**src/rtl/sisc_pkg.sv**
```systemverilog
// Shared definitions for the small SISC core: opcode and funct encodings,
// FSM state encoding, status bit positions and instruction field positions.
// Optional feature macro: SISC_SHIFT_EN (enables the SHL/SHR functs).
package sisc_pkg;

    typedef enum logic [3:0] {
        OP_NOP    = 4'h0,
        OP_ALU_RR = 4'h1,
        OP_ALU_RI = 4'h2,
        OP_HALT   = 4'hF
    } opcode_e;

    typedef enum logic [3:0] {
        FN_ADD = 4'h0,
        FN_SUB = 4'h1,
        FN_AND = 4'h2,
        FN_OR  = 4'h3,
        FN_XOR = 4'h4,
        FN_NOT = 4'h5,
        FN_SHL = 4'h6,
        FN_SHR = 4'h7
    } funct_e;

    typedef enum logic [2:0] {
        ST_FETCH     = 3'd0,
        ST_DECODE    = 3'd1,
        ST_EXECUTE   = 3'd2,
        ST_WRITEBACK = 3'd3,
        ST_HALTED    = 3'd4
    } state_e;

    // Bit positions inside the 4-bit status word {C,N,V,Z}
    localparam int STAT_C = 3;
    localparam int STAT_N = 2;
    localparam int STAT_V = 1;
    localparam int STAT_Z = 0;

    // Instruction field positions
    localparam int OPC_HI = 31;
    localparam int OPC_LO = 28;
    localparam int FN_HI  = 27;
    localparam int FN_LO  = 24;
    localparam int RD_HI  = 23;
    localparam int RD_LO  = 20;
    localparam int RS_HI  = 19;
    localparam int RS_LO  = 16;
    localparam int RT_HI  = 15;
    localparam int RT_LO  = 12;
    localparam int IMM_HI = 15;
    localparam int IMM_LO = 0;

    // True when a 4-bit register specifier names a register that does not exist
    function automatic logic regOutOfRange(input logic [3:0] r, input int n);
        return int'({28'd0, r}) >= n;
    endfunction

endpackage

```
**src/rtl/sisc_rf.sv**
```systemverilog
// Register file for the SISC core: NREGS registers of DW bits, two
// combinational read ports and one synchronous write port. R0 always reads
// zero and ignores writes; out-of-range addresses read zero and are not written.
module sisc_rf #(
    parameter int DW    = 32,
    parameter int NREGS = 16
) (
    input  logic          clk,
    input  logic          rst,
    input  logic [3:0]    i_raddrA,
    output logic [DW-1:0] o_rdataA,
    input  logic [3:0]    i_raddrB,
    output logic [DW-1:0] o_rdataB,
    input  logic          i_we,
    input  logic [3:0]    i_waddr,
    input  logic [DW-1:0] i_wdata
);

    localparam int AW = (NREGS > 1) ? $clog2(NREGS) : 1;

    logic [DW-1:0] r_regs [NREGS];
    logic          w_wrOk;
    logic          w_rdOkA;
    logic          w_rdOkB;

    assign w_wrOk  = i_we && (i_waddr != 4'd0) && (int'({28'd0, i_waddr}) < NREGS);
    assign w_rdOkA = (i_raddrA != 4'd0) && (int'({28'd0, i_raddrA}) < NREGS);
    assign w_rdOkB = (i_raddrB != 4'd0) && (int'({28'd0, i_raddrB}) < NREGS);

    assign o_rdataA = w_rdOkA ? r_regs[i_raddrA[AW-1:0]] : '0;
    assign o_rdataB = w_rdOkB ? r_regs[i_raddrB[AW-1:0]] : '0;

    // Register storage: cleared by reset, written only for valid non-zero targets
    always_ff @(posedge clk or posedge rst) begin
        if (rst) begin
            for (int i = 0; i < NREGS; i++) begin
                r_regs[i] <= '0;
            end
        end else if (w_wrOk) begin
            r_regs[i_waddr[AW-1:0]] <= i_wdata;
        end
    end

endmodule

```
**src/rtl/sisc_core_p.sv**
```systemverilog
// SISC core: non-pipelined FETCH/DECODE/EXECUTE/WRITEBACK machine with a
// small ALU, status flags and a HALT state. One instruction per 4 cycles.
// Optional feature macro: SISC_SHIFT_EN (SHL/SHR; otherwise funct 6/7 illegal).
module sisc_core_p #(
    parameter int DW    = 32,
    parameter int NREGS = 16
) (
    input  logic          clk,
    input  logic          rst,
    input  logic [31:0]   instr,
    input  logic          instr_valid,
    output logic          instr_ready,
    output logic [3:0]    stat,
    output logic          wb_valid,
    output logic [3:0]    wb_addr,
    output logic [DW-1:0] wb_data,
    output logic          illegal,
    output logic          halted
);

    import sisc_pkg::*;

`ifdef SISC_SHIFT_EN
    localparam int     SHW     = $clog2(DW);
    localparam funct_e FN_LAST = FN_SHR;
`else
    localparam funct_e FN_LAST = FN_NOT;
`endif

    state_e        r_state;
    logic [31:0]   r_instr;
    logic [DW-1:0] r_a;
    logic [DW-1:0] r_b;
    logic [DW-1:0] r_result;
    logic [3:0]    r_stat;
    logic          r_wbValid;
    logic          r_illegal;

    logic [3:0]    w_op;
    logic [3:0]    w_fn;
    logic [3:0]    w_rd;
    logic [3:0]    w_rs;
    logic [3:0]    w_rt;
    logic [63:0]   w_immFull;
    logic [DW-1:0] w_imm;
    logic [DW-1:0] w_rdA;
    logic [DW-1:0] w_rdB;
    logic          w_isAlu;
    logic          w_fnBad;
    logic          w_bad;
    logic [DW:0]   w_sum;
    logic [DW-1:0] w_result;
    logic          w_carry;
    logic          w_ovf;
    logic [3:0]    w_newStat;

    assign w_op      = r_instr[OPC_HI:OPC_LO];
    assign w_fn      = r_instr[FN_HI:FN_LO];
    assign w_rd      = r_instr[RD_HI:RD_LO];
    assign w_rs      = r_instr[RS_HI:RS_LO];
    assign w_rt      = r_instr[RT_HI:RT_LO];
    assign w_immFull = {{48{r_instr[IMM_HI]}}, r_instr[IMM_HI:IMM_LO]};
    assign w_imm     = w_immFull[DW-1:0];
    assign w_isAlu   = (w_op == OP_ALU_RR) || (w_op == OP_ALU_RI);
    assign w_fnBad   = (w_fn > FN_LAST);

    sisc_rf #(
        .DW    (DW),
        .NREGS (NREGS)
    ) u_rf (
        .clk      (clk),
        .rst      (rst),
        .i_raddrA (w_rs),
        .o_rdataA (w_rdA),
        .i_raddrB (w_rt),
        .o_rdataB (w_rdB),
        .i_we     (r_wbValid),
        .i_waddr  (w_rd),
        .i_wdata  (r_result)
    );

    // Legality check; rt is only a register specifier for reg-reg ALU ops
    always_comb begin
        w_bad = 1'b0;
        case (w_op)
            OP_NOP, OP_HALT: w_bad = 1'b0;
            OP_ALU_RR: w_bad = w_fnBad || regOutOfRange(w_rd, NREGS) ||
                               regOutOfRange(w_rs, NREGS) || regOutOfRange(w_rt, NREGS);
            OP_ALU_RI: w_bad = w_fnBad || regOutOfRange(w_rd, NREGS) ||
                               regOutOfRange(w_rs, NREGS);
            default:   w_bad = 1'b1;
        endcase
    end

    // ALU: result plus carry/overflow, subtraction done as a + ~b + 1
    always_comb begin
        w_sum    = '0;
        w_result = '0;
        w_carry  = 1'b0;
        w_ovf    = 1'b0;
        case (w_fn)
            FN_ADD: begin
                w_sum    = {1'b0, r_a} + {1'b0, r_b};
                w_result = w_sum[DW-1:0];
                w_carry  = w_sum[DW];
                w_ovf    = (r_a[DW-1] == r_b[DW-1]) && (w_result[DW-1] != r_a[DW-1]);
            end
            FN_SUB: begin
                w_sum    = {1'b0, r_a} + {1'b0, ~r_b} + {{DW{1'b0}}, 1'b1};
                w_result = w_sum[DW-1:0];
                w_carry  = w_sum[DW];
                w_ovf    = (r_a[DW-1] != r_b[DW-1]) && (w_result[DW-1] != r_a[DW-1]);
            end
            FN_AND: w_result = r_a & r_b;
            FN_OR:  w_result = r_a | r_b;
            FN_XOR: w_result = r_a ^ r_b;
            FN_NOT: w_result = ~r_a;
`ifdef SISC_SHIFT_EN
            FN_SHL: w_result = r_a << r_b[SHW-1:0];
            FN_SHR: w_result = r_a >> r_b[SHW-1:0];
`endif
            default: w_result = '0;
        endcase
    end

    // Status word assembled from the ALU outputs
    always_comb begin
        w_newStat         = '0;
        w_newStat[STAT_C] = w_carry;
        w_newStat[STAT_N] = w_result[DW-1];
        w_newStat[STAT_V] = w_ovf;
        w_newStat[STAT_Z] = (w_result == '0);
    end

    // Sequencer: one state per cycle; wb_valid/illegal pulse during WRITEBACK
    always_ff @(posedge clk or posedge rst) begin
        if (rst) begin
            r_state   <= ST_FETCH;
            r_instr   <= '0;
            r_a       <= '0;
            r_b       <= '0;
            r_result  <= '0;
            r_stat    <= '0;
            r_wbValid <= 1'b0;
            r_illegal <= 1'b0;
        end else begin
            r_wbValid <= 1'b0;
            r_illegal <= 1'b0;
            case (r_state)
                ST_FETCH: begin
                    if (instr_valid) begin
                        r_instr <= instr;
                        r_state <= ST_DECODE;
                    end
                end
                ST_DECODE: begin
                    r_a     <= w_rdA;
                    r_b     <= (w_op == OP_ALU_RR) ? w_rdB : w_imm;
                    r_state <= ST_EXECUTE;
                end
                ST_EXECUTE: begin
                    if (w_bad) begin
                        r_illegal <= 1'b1;
                    end else if (w_isAlu) begin
                        r_result  <= w_result;
                        r_stat    <= w_newStat;
                        r_wbValid <= 1'b1;
                    end
                    r_state <= ST_WRITEBACK;
                end
                ST_WRITEBACK: r_state <= (w_op == OP_HALT) ? ST_HALTED : ST_FETCH;
                ST_HALTED:    r_state <= ST_HALTED;
                default:      r_state <= ST_FETCH;
            endcase
        end
    end

    assign instr_ready = (r_state == ST_FETCH);
    assign halted      = (r_state == ST_HALTED);
    assign stat        = r_stat;
    assign wb_valid    = r_wbValid;
    assign wb_addr     = w_rd;
    assign wb_data     = r_result;
    assign illegal     = r_illegal;

endmodule

```
**config.mk**
```make
export PLATFORM = sky130hd
export DESIGN_NAME = sisc_core_p
export DESIGN_NICKNAME = d
export VERILOG_FILES = /design/src/rtl/sisc_pkg.sv /design/src/rtl/sisc_rf.sv /design/src/rtl/sisc_core_p.sv
export SDC_FILE = /design/constraint.sdc
export NUM_CORES = 2
export LEC_CHECK = 0
export BUFFER_PORTS_ARGS = -buffer_cell sky130_fd_sc_hd__buf_2
export CORE_UTILIZATION = 50
export CTS_CLUSTER_SIZE = 24
export DETAILED_ROUTE_END_ITERATION = 6
export PLACE_DENSITY = 0.66
export SYNTH_ARGS = -nofsm -noshare
export SYNTH_HDL_FRONTEND = slang
export SYNTH_SLANG_ARGS = --single-unit
```
**constraint.sdc**
```tcl
create_clock -name clk -period 50.7 [get_ports clk]
set_clock_uncertainty 0.2 [all_clocks]
set_input_delay 2.535 -clock clk [delete_from_list [all_inputs] [get_ports clk]]
set_output_delay 2.535 -clock clk [all_outputs]
set_load 0.05 [all_outputs]
```
; ---- Yosys cells after proc, flatten, opt, wreduce, memory -nomap -nowiden
; Cells that the tools add are included.
[totals]
inputBits = 35
out_inout_bits = 44
wordCells = 98
register_bits = 649
[classes]
n_eq_ne = 17
add_sub_neg = 3
bitwise = 9
n_reduce_logical = 16
n_lt_le_gt_ge = 5
muxes = 24
[op_table]
columns = operator, n
row1 = $bwmux 512, 1
row2 = $bmux 32 s4, 2
row3 = $mux 32, 8
row4 = $pmux 32 s6, 1
row5 = $demux 32 s4, 1
row6 = $add 32x32->33, 2
row7 = $not 32->32, 2
row8 = $add 33x1->33 const B, 1
row9 = $and 32x32->32, 1
row10 = $logic_not 32->1, 1
row11 = $or 32x32->32, 1
row12 = $xor 32x32->32, 1
row13 = $ge 5x5->1 const B, 3
row14 = $not 4->5, 3
row15 = $pmux 3 s5, 1
row16 = $eq 4x2->1 const B, 3
row17 = $reduce_bool 4->1, 3
row18 = $eq 4x1->1 const B, 2
row19 = $eq 4x3->1 const B, 2
row20 = $logic_not 4->1, 2
row21 = $eq 3x2->1 const B, 2
row22 = $mux 3, 2
row23 = $pmux 1 s2, 3
row24 = $lt 5x1->1 const B, 1
row25 = 15 further kinds, 25

; ---- Logic depth before layout (Yosys ltp)
[logic_depth]
ltp_word = 6
mapped_depth = 15
depth_no_buf = 15

; ---- Modules after synthesis
; A second synthesis with hierarchy kept.
[hier_totals]
hier_cells = 3197
hier_area_um2 = 36688.9
[by_module_without_submodules]
columns = mod, seq_area_each_um2, cells_per_inst, n_inst, area_per_inst_um2
row1 = sisc_rf, 12011.5, 1823, 1, 25136.6
row2 = sisc_core_p, 3403.3, 1374, 1, 11552.3

; ---- Worst setup path before layout
; No wires, ideal clock.
[synth_timing]
kind = flip-flop to output port
startpoint = register r_state[1]
endpoint = output port halted
path_slack_ns = 46.236
required_time_ns = 47.965
stages_incl_launch_ff = 3
t_arrival_ns = 1.729
n_path_buf = 1
path_cell_list = dfrtp_1 > clkbuf_1 > nor3b_1
[synth_via]
elab_chain_len = 1
[synth_rtl]
columns = element, line
row1 = "start, declared", sisc_core_p.sv:30  ; state_e r_state;
row2 = "start signal, assigned", sisc_core_p.sv:171  ; ST_WRITEBACK: r_state <= (w_op == OP_HALT) ? ST_HALTED : ST_FETCH;
row3 = $eq 3x3->1, sisc_core_p.sv:179  ; assign halted = (r_state == ST_HALTED);
row4 = "end, declared", sisc_core_p.sv:18  ; output logic halted
; Every way passes these cells.

; ---- Worst setup path after layout
[layout_timing]
startpoint = register r_instr[25]
endpoint = register r_stat[0] (netlist: stat[0])
[layout_via]
elab_chain_len = 4
elab_cells_between_ends = 12
classes_between = order compare (1) / eq/ne (5) / mux (2) / bitwise (1) / reduce/logical (3)
[layout_rtl]
columns = element, line
row1 = "start, declared", sisc_core_p.sv:31  ; logic [31:0] r_instr;
row2 = "start signal, assigned", sisc_core_p.sv:152  ; r_instr <= instr;
row3 = $gt 4x3->1, sisc_core_p.sv:65  ; assign w_fnBad = (w_fn > FN_LAST);
row4 = $pmux 1 s2, sisc_core_p.sv:85  ; case (w_op)
row5 = $not 1->1 (no source line), n/a
row6 = $reduce_and 3->1 (no source line), n/a
row7 = "end signal, assigned", sisc_core_p.sv:166  ; r_stat <= w_newStat;
row8 = "end, declared", sisc_core_p.sv:35  ; logic [3:0] r_stat;
; Parallel ways exist; a longest one is shown, timed or not.
; A chain may end at the register's enable or synchronous reset.

==> results.yml <==
outcome:
  status: "complete, but fails checks"
  violations: "design-rule violations"
grt:
  grt_max_degree: 182
  antenna_found_initial: 3
  grt_pass1_wl_mm: 172
  gr-total-overflow: 0
  grt_pass1_vias: 26300
  track_usage: 0.307
clock_tree:
  cts_hold_buffers: 0
  cts_buffers: 72
  ctsResizeCount: 0
  cts_tree: "built"
  htree_levels: 3
  cts_setup_buffers: 0
  cts_root_buf: "clkbuf_16"
  clk_latency_ps: 620
  cts_num_sinks: 648
  clk_pin_slew_ps: 60
  clockBufferDepth: 3
setup_path:
  ff2ff_path_depth: 12
  cp-start-kind: "register"
  crit_type: "register to register"
  critPathMaxFanout: 25
  r2r_end: "stat[0]$_DFFE_PP0P_"
  cp-end-kind: "register"
  startpoint: "r_instr[25]$_DFFE_PP0P_"
  rrSetupSlack_ps: 45790
  required_ps: 51050
  regToRegStartpoint: "r_instr[25]$_DFFE_PP0P_"
  arrival_ps: 5260
synthesis:
  ys_ff_latch: 648
  synthTopCellsByArea: "dfrtp_1 (43%), mux4_2 (19%), mux2_2 (16%)"
  synth_adder_area_share: 0.0347
  yosysTopAreaCellShare: 0.435
  synthDistinctLibCells: 97
  synth_compound_area_frac: 0.0840
  yosys_warnings: 0
  synth-main-ff-cell: "dfrtp_1"
  yosys.area_share.simple: 0.0512
  synth_xor_area_frac: 0.00211
  synth_edf_count: 0
  synth.mux.area_fraction: 0.351
  synth.avg_cell_area_um2: 13.0
  synth_top_family_by_area: "multiplexers"
  syn_area_mm2: 0.0373
  syn_inst: 2863
  yosys.area.top_type: "dfrtp_1"
  async_flop_share: 1.00
  ys_seq_area_frac: 0.435
  synthesis.nets: 3000
sta:
  finalSetupTns_ps: 0
  drv_slew: 0
  setup_viol: 0
  post-route-period-util: 0.0968
  rsz0062_at_grt: "no"
  period_minus_slack_ps: 4910
  hold_violations: 0
  tightest_slew_ps: 1100
  clock.fmax_mhz: 204
  slew_headroom: 0.264
layout:
  nets: 2934
  drive_gt1_frac: 0.403
  n_antenna_cell: 0
  fillCellCount: 5878
  synthToLayoutAreaGrowth_pct: 9.69
  multi_input_area_mm2: 0.0196
  regArea_mm2: 0.0162
  final_common_cell: "dfrtp_1"
  layout_common_cells: "dfrtp_1 (639), mux2_2 (515), mux4_2 (319)"
job:
  maxCapViolCount: 0
die:
  coreArea_mm2: 0.0735
  io_pins: 79
  die_h_um: 275
  die-area_mm2: 0.0757
  rows: 99
  initial_utilization: 0.508
  die-width_um: 275
placed_design:
  hpwl_mm: 73.4
  io_buffers: 78
  gp_congestion: 0.924
power_and_ir_drop:
  power_density_mw_per_mm2: 52.1
  ir_worst_vdd_mv: 0.0373
  power_mw: 2.13
  total_leakage_power_nw: 18.5
worst_hold_path:
  hold_path.class: "register to register"
  min_to: "u_rf.r_regs[497]$_DFFE_PP0P_"
  min_path_cells: 0
  hp-start: "u_rf.r_regs[497]$_DFFE_PP0P_"
routing:
  drt.antenna.violating_nets: 0
  route.vias.total: 25900
  drt-wirelength-per-cell_um: 29.8
  route.detailed.drc: 8
  drt-initial-drc-count: 2750
  avgViaCountPerCell: 6.79
  dr.pass1.iters: 7
  wl_mm: 113
## Yosys cell counts (all sizes together) (6+ instances only)
cell type and number:
or3 16, mux2 516, nand2 115, a22oi 25
a31oi 13, nor2b 15, nor4 9, ha 101
nor3 39, dfrtp 648, nand2b 10, o21bai 9
a2111oi 9, nor2 93, o221ai 8, a21o 16
o211ai 21, inv 134, o22ai 46, mux2i 9
o21ai 85, o31ai 18, clkbuf 218, o21a 10
buf 59, nor3b 10, xnor2 7, nand3 26
nand3b 6, a211oi 14, nand4 15, a21oi 104
mux4 319, and3 9, a221oi 20
## final cells by class
type	count	share of cell area
Clock inverter	30	0.0102
Timing Repair Buffer	137	0.0213
Inverter	134	0.0125
Sequential cell	648	0.397
Multi-Input combinational cell	1804	0.480
Clock buffer	99	0.0505
Tap cell	959	0.0293
## per-layer routing
metal / wire (µm) / GRT usage
met1: 47500 / 0.433
met2: 53000 / 0.477
met3: 9540 / 0.0618
met4: 3410 / 0.100
met5: 0 / 0
## sequential cells by signal (all words and copies together) (netlist names)
name / count
r_b: 32
r_instr: 32
stat: 4
r_a: 32
wb_valid: 1
illegal: 1
wb_data: 31
r_state: 3
u_rf.r_regs: 512
## worst max-delay path, stage by stage (launching register included)
cell and delay [ps]:
dfrtp_1 990, nor3_1 100, buf_4 270, nand2_1 710, a2111oi_0 280, a211oi_1 230
o21ai_0 220, nor4_1 280, nand4_1 190, nor4_1 640, nand4_1 280, nor4_2 240
a32o_1 200
## through the flow
step / hold slack [ps] / instances / area, µm² / utilization / setup slack (ps)
2_1_floorplan: 241 / 2863 / 37300 / - / 29810
5_1_grt: 208 / 3811 / 40900 / 0.557 / 45450
3_3_place_gp: 176 / 3682 / 38400 / 0.523 / 45290
4_1_cts: 196 / 3811 / 40900 / 0.557 / 45750
6_report: 193 / 3811 / 40900 / 0.557 / 45790
3_5_place_dp: 184 / 3682 / 38400 / 0.523 / 45090
## report_power, final
part           internal [mW]  switching, mW
combinational          0.321          0.520
clock                  0.328          0.225
sequential             0.597          0.143
total                   1.25          0.888
## logic make-up (layout without fill, tap and decap cells)
group	Yosys count	in the layout
mux	844	844
xor+xnor	9	9
flops	648	648
fa+ha+maj	103	103
buf+inv	411	400
simple gates	388	388
compound gates	460	460
## how the worst max path moves through the flow
stage                                          to  slack (ps)  cells past startpoint
after CTS                 r_instr[18]$_DFFE_PP0P_       45750                      4
after detailed placement  r_instr[18]$_DFFE_PP0P_       45090                      4
after floorplan                 illegal$_DFF_PP0_       29810                      1
final                         stat[0]$_DFFE_PP0P_       45790                     12
after global placement    r_instr[18]$_DFFE_PP0P_       45290                      4
after global routing      r_instr[18]$_DFFE_PP0P_       45450                      4
Power figures use the tool's default switching activity.
